===== config.mk =====
export PLATFORM = sky130hd
export DESIGN_NAME = edu_token_collect
export DESIGN_NICKNAME = d
export VERILOG_FILES = /design/src/rtl/edu_token_collect.sv
export SDC_FILE = /design/constraint.sdc
export NUM_CORES = 1
export LEC_CHECK = 0
export CAP_MARGIN = 15
export CORE_ASPECT_RATIO = 1.5
export CORE_MARGIN = 2
export CORE_UTILIZATION = 50
export CTS_CLUSTER_DIAMETER = 40
export DETAILED_ROUTE_END_ITERATION = 12
export PLACE_DENSITY_LB_ADDON = 0.05
export SYNTH_ARGS = -nofsm -noshare
export SYNTH_HDL_FRONTEND = slang
export SYNTH_SLANG_ARGS = --single-unit

===== constraint.sdc =====
create_clock -name clk -period 3.7 [get_ports clk]
set_clock_uncertainty 0.05 [all_clocks]
set_input_delay 0.37 -clock clk [delete_from_list [all_inputs] [get_ports clk]]
set_output_delay 0.37 -clock clk [all_outputs]
set_load 0.02 [all_outputs]

===== src/rtl/edu_token_collect.sv =====
// EDU token row receive side: recovers (token_exist, token_col) from the
// one-hot token / thermometer flag vector pair and checks their consistency.
module edu_token_collect #(
   parameter int NUM_AQROW    = 16,
   parameter int AQROWADDR_BW = 4,
   parameter int ERRCNT_BW    = 8
) (
   input  logic                    clk,
   input  logic                    rst,
   input  logic                    in_valid,
   output logic                    in_ready,
   input  logic [NUM_AQROW-1:0]    token_set_in,
   input  logic [NUM_AQROW-1:0]    flag_set_in,
   output logic                    out_valid,
   input  logic                    out_ready,
   output logic                    token_exist_out,
   output logic [AQROWADDR_BW-1:0] token_col_out,
   output logic                    err_multi,
   output logic                    err_flag,
   output logic [ERRCNT_BW-1:0]    err_cnt
);

   typedef enum logic [1:0] {
      IDLE   = 2'd0,
      DECODE = 2'd1,
      OUT    = 2'd2
   } state_t;

   localparam logic [NUM_AQROW-1:0] ONE  = NUM_AQROW'(1);
   localparam logic [ERRCNT_BW-1:0] CONE = ERRCNT_BW'(1);

   state_t                  state_q, state_d;
   logic                    live_q;
   logic [NUM_AQROW-1:0]    tok_q, tok_d;
   logic [NUM_AQROW-1:0]    flg_q, flg_d;
   logic                    exist_q, exist_d;
   logic [AQROWADDR_BW-1:0] col_q, col_d;
   logic                    multi_q, multi_d;
   logic                    flerr_q, flerr_d;
   logic [ERRCNT_BW-1:0]    cnt_q, cnt_d;

   logic                    dec_exist;
   logic                    dec_multi;
   logic                    dec_flerr;
   logic [AQROWADDR_BW-1:0] dec_col;
   logic [NUM_AQROW-1:0]    dec_low;
   logic [NUM_AQROW-1:0]    dec_exp;

   // Lowest set bit isolates the token; low|(low-1) is its thermometer.
   always_comb begin
      dec_low   = tok_q & (~tok_q + ONE);
      dec_exist = |tok_q;
      dec_multi = (tok_q & (tok_q - ONE)) != '0;
      dec_col   = '0;
      for (int i = NUM_AQROW - 1; i >= 0; i--) begin
         if (tok_q[i]) dec_col = AQROWADDR_BW'(i);
      end
      dec_exp   = dec_exist ? (dec_low | (dec_low - ONE)) : '0;
      dec_flerr = flg_q != dec_exp;
   end

   always_comb begin
      state_d = state_q;
      tok_d   = tok_q;
      flg_d   = flg_q;
      exist_d = exist_q;
      col_d   = col_q;
      multi_d = multi_q;
      flerr_d = flerr_q;
      cnt_d   = cnt_q;
      unique case (state_q)
         IDLE: begin
            if (in_valid && live_q) begin
               tok_d   = token_set_in;
               flg_d   = flag_set_in;
               state_d = DECODE;
            end
         end
         DECODE: begin
            exist_d = dec_exist;
            col_d   = dec_col;
            multi_d = dec_multi;
            flerr_d = dec_flerr;
            if ((dec_multi || dec_flerr) && cnt_q != '1) begin
               cnt_d = cnt_q + CONE;
            end
            state_d = OUT;
         end
         OUT: begin
            if (out_ready) begin
               multi_d = 1'b0;
               flerr_d = 1'b0;
               state_d = IDLE;
            end
         end
         default: state_d = IDLE;
      endcase
   end

   // live_q keeps in_ready low while reset is held.
   always_ff @(posedge clk or negedge rst) begin
      if (!rst) begin
         state_q <= IDLE;
         live_q  <= 1'b0;
         tok_q   <= '0;
         flg_q   <= '0;
         exist_q <= 1'b0;
         col_q   <= '0;
         multi_q <= 1'b0;
         flerr_q <= 1'b0;
         cnt_q   <= '0;
      end else begin
         state_q <= state_d;
         live_q  <= 1'b1;
         tok_q   <= tok_d;
         flg_q   <= flg_d;
         exist_q <= exist_d;
         col_q   <= col_d;
         multi_q <= multi_d;
         flerr_q <= flerr_d;
         cnt_q   <= cnt_d;
      end
   end

   assign in_ready        = live_q && (state_q == IDLE);
   assign out_valid       = (state_q == OUT);
   assign token_exist_out = exist_q;
   assign token_col_out   = col_q;
   assign err_multi       = multi_q;
   assign err_flag        = flerr_q;
   assign err_cnt         = cnt_q;

endmodule

==> impl_metrics.env <==
export IMPL_grt_max_degree=51
export IMPL_area_growth_pct=24.9
export IMPL_cts_buffers=5
export IMPL_syn_inst=256
export IMPL_drtIter0Drc=206
export IMPL_die_w_um=64.7
export IMPL_drcViolationCount=0
export IMPL_synth_seq_cells=50
export IMPL_period_share_pct=86.5
export IMPL_crit_arrival_ns=3.34
export IMPL_h_tree_depth=2
export IMPL_cts_root_buf="clkbuf_8"
export IMPL_post_cts_buffers=0
export IMPL_viasPerCell=5.97
export IMPL_reg2reg_slack_ns=0.50
export IMPL_maxCapViolCount=0
export IMPL_syn_num_nets=293
export IMPL_synth_area_sq_um=2770
export IMPL_status="completed"
export IMPL_rr_startpoint="tok_q[8]"
export IMPL_whs_ns=0.105
export IMPL_core_area_sq_um=5410
export IMPL_grt_pass1_wl_um=10800
export IMPL_critical_path_class="reg -> reg"
export IMPL_cp_max_fo=14
export IMPL_hold_viol=0
export IMPL_drt_total_wl_um=6160
export IMPL_synth_cell_types=51
export IMPL_placementRows=33
export IMPL_min_delay_path_class="in -> async"
export IMPL_die_area_sq_um=6160
export IMPL_drive_gt1_share_pct=18.2
export IMPL_r2r_end="err_cnt[1]"
export IMPL_holdBufCountCts=0
export IMPL_ctsLongestPathBuffers=2
export IMPL_cts_tree="yes"
export IMPL_grt_usage_pct=22.3
export IMPL_antenna_found_initial=0
export IMPL_num_antenna_cells=0
export IMPL_drtPass1Iterations=4
export IMPL_slew_violations=0
export IMPL_final_antenna_net_count=0
export IMPL_ir_drop_v=0.000291
export IMPL_required_ns=3.84
export IMPL_filler_cell_count=453
export IMPL_hpwl_um=4630
export IMPL_critPathLaunchType="flip-flop"
export IMPL_avgSynthCellArea_sq_um=10.8
export IMPL_gp_congestion=0.824
export IMPL_slew_headroom_pct=58.2
export IMPL_num_vias=2255
export IMPL_grt_pass1_vias=2228
export IMPL_start_util_pct=51.2
export IMPL_rsz0062_at_grt="false"
export IMPL_final_setup_tns_ns=0
export IMPL_nNetsFinal=344
export IMPL_cts_repair_resized=0
export IMPL_max_freq_mhz=312
export IMPL_max_slew_worst_pin_slew_ns=0.627
export IMPL_rr_worst_depth=8
export IMPL_p_per_area_nw_per_um2=570
export IMPL_grt_overflow=0
export IMPL_power_leakage_uw=0.00133
export IMPL_io_buffers=52
export IMPL_clock_sinks=50
export IMPL_wl_per_cell_um=16.3
export IMPL_worstSetupEndpointType="flip-flop"
export IMPL_synth_warnings=0
export IMPL_setup_viol=0
export IMPL_clock_latency_ns=0.30
export IMPL_period_needed_ns=3.20
export IMPL_die_h_um=95.1
export IMPL_io_pins=53
export IMPL_seq_area_frac_synth_pct=45.2
export IMPL_clk_pin_slew_ns=0.09
-- cell usage after synthesis, drive strengths merged --
master | number | area, sq um
a41oi | 1 | 8.76
a311oi | 5 | 43.8
a21oi | 13 | 65.1
o41ai | 3 | 26.3
or3 | 9 | 56.3
nand4 | 1 | 6.26
inv | 8 | 30.0
nor4b | 2 | 32.5
clkbuf | 11 | 41.3
o311ai | 1 | 8.76
a221oi | 2 | 17.5
o31ai | 4 | 30.0
a211o | 1 | 8.76
o21bai | 1 | 7.51
and3 | 3 | 18.8
mux2 | 29 | 330
nor3 | 8 | 40.0
nor2b | 2 | 12.5
nor4 | 10 | 105
o22ai | 1 | 6.26
nand2b | 5 | 31.3
o211ai | 1 | 7.51
ha | 1 | 12.5
nor2 | 10 | 37.5
o31a | 1 | 8.76
o2bb2ai | 1 | 8.76
and2 | 1 | 6.26
xnor2 | 3 | 26.3
conb | 1 | 3.75
or4 | 5 | 45.0
o21ai | 15 | 75.1
nand3 | 9 | 45.0
a2111oi | 2 | 55.1
a31oi | 3 | 31.3
dfrtp | 50 | 1250
buf | 4 | 32.5
nor3b | 2 | 20.0
o2111ai | 2 | 17.5
maj3 | 3 | 30.0
nand2 | 13 | 48.8
a211oi | 2 | 15.0
and4 | 1 | 10.0
xor2 | 6 | 52.6
-- cells in the final DEF (no fill, tap or decap), drive strengths merged, types with 4 or more instances in the layout --
master / n
a21oi: 13
a311oi: 5
buf: 8
clkbuf: 7
clkdlybuf4s50: 51
dfrtp: 50
inv: 8
mux2: 29
nand2: 13
nand2b: 5
nand3: 9
nor2: 10
nor3: 8
nor4: 10
o21ai: 15
o31ai: 4
or3: 9
or4: 5
xor2: 6
-- per-layer routing --
metal / vias to the layer above / track usage [%] / share of wire, %
li1: 1069 / - / -
met1: 1105 / 26.7 / 40
met2: 62 / 38.8 / 54
met3: 19 / 3.78 / 3.1
met4: 0 / 10.5 / 3.2
met5: - / 0 / 0
-- how the worst max path moves through the flow --
stage	startpoint	end	slack (ns)
floorplan	tok_q[4]	err_cnt[1]	0.76
global placement	tok_q[8]	err_cnt[1]	0.61
detailed placement	tok_q[8]	err_cnt[6]	0.54
CTS	tok_q[8]	err_cnt[6]	0.51
global route	tok_q[8]	err_cnt[1]	0.26
finish	tok_q[8]	err_cnt[1]	0.50
-- cell families (layout without fill, tap and decap cells) --
kind of cell / count (synthesis) / after routing / share of synthesized area [%]
compound gates: 59 / 59 / 16.0
xor+xnor: 9 / 9 / 2.85
fa+ha+maj: 4 / 4 / 1.54
buf+inv: 23 / 75 / 3.75
flops: 50 / 50 / 45.2
mux: 29 / 29 / 11.9
other cells: 1 / 1 / 0.135
simple gates: 81 / 81 / 18.6
-- state kept, by name (all words and copies together) (netlist names) --
name / count
flg_q: 16
tok_q: 16
err_cnt: 8
token_col_out: 4
state_q: 2
err_flag: 1
err_multi: 1
live_q: 1
token_exist_out: 1
-- where the power goes --
group          internal (uW)  switching (uW)
Clock                    202             173
Sequential               694             246
Combinational            356             300
-- worst max-delay path: stages (launching register included) --
cell and delay, ns:
dfrtp_1 0.54, or4_1 0.66, o211ai_1 0.40, nor4b_1 0.28, o2111ai_1 0.20, a2111oi_4 0.27
buf_4 0.23, a31oi_2 0.12, mux2_4 0.34
-- stage by stage --
step / cell area (sq um) / power, uW / utilization (%) / setup slack (ns) / instances
2_1_floorplan: 2770 / 1340 / - / 0.758 / 256
3_3_place_gp: 3350 / 1600 / 61.9 / 0.607 / 370
3_5_place_dp: 3350 / 1610 / 61.9 / 0.541 / 370
4_1_cts: 3460 / 1990 / 63.9 / 0.511 / 378
5_1_grt: 3460 / 2100 / 63.9 / 0.258 / 378
6_report: 3460 / 1970 / 63.9 / 0.499 / 378
-- area by class of cell --
cell class	count	area (sq um)	share of cell area [%]
clock buffer	7	76.3	2.21
clock inverter	1	30.0	0.869
inverter	8	30.0	0.869
multi-input combinational	183	1410	40.9
sequential	50	1250	36.2
tap	70	87.6	2.53
timing repair buffer	59	568	16.4
(Power assumes the default switching activity.)
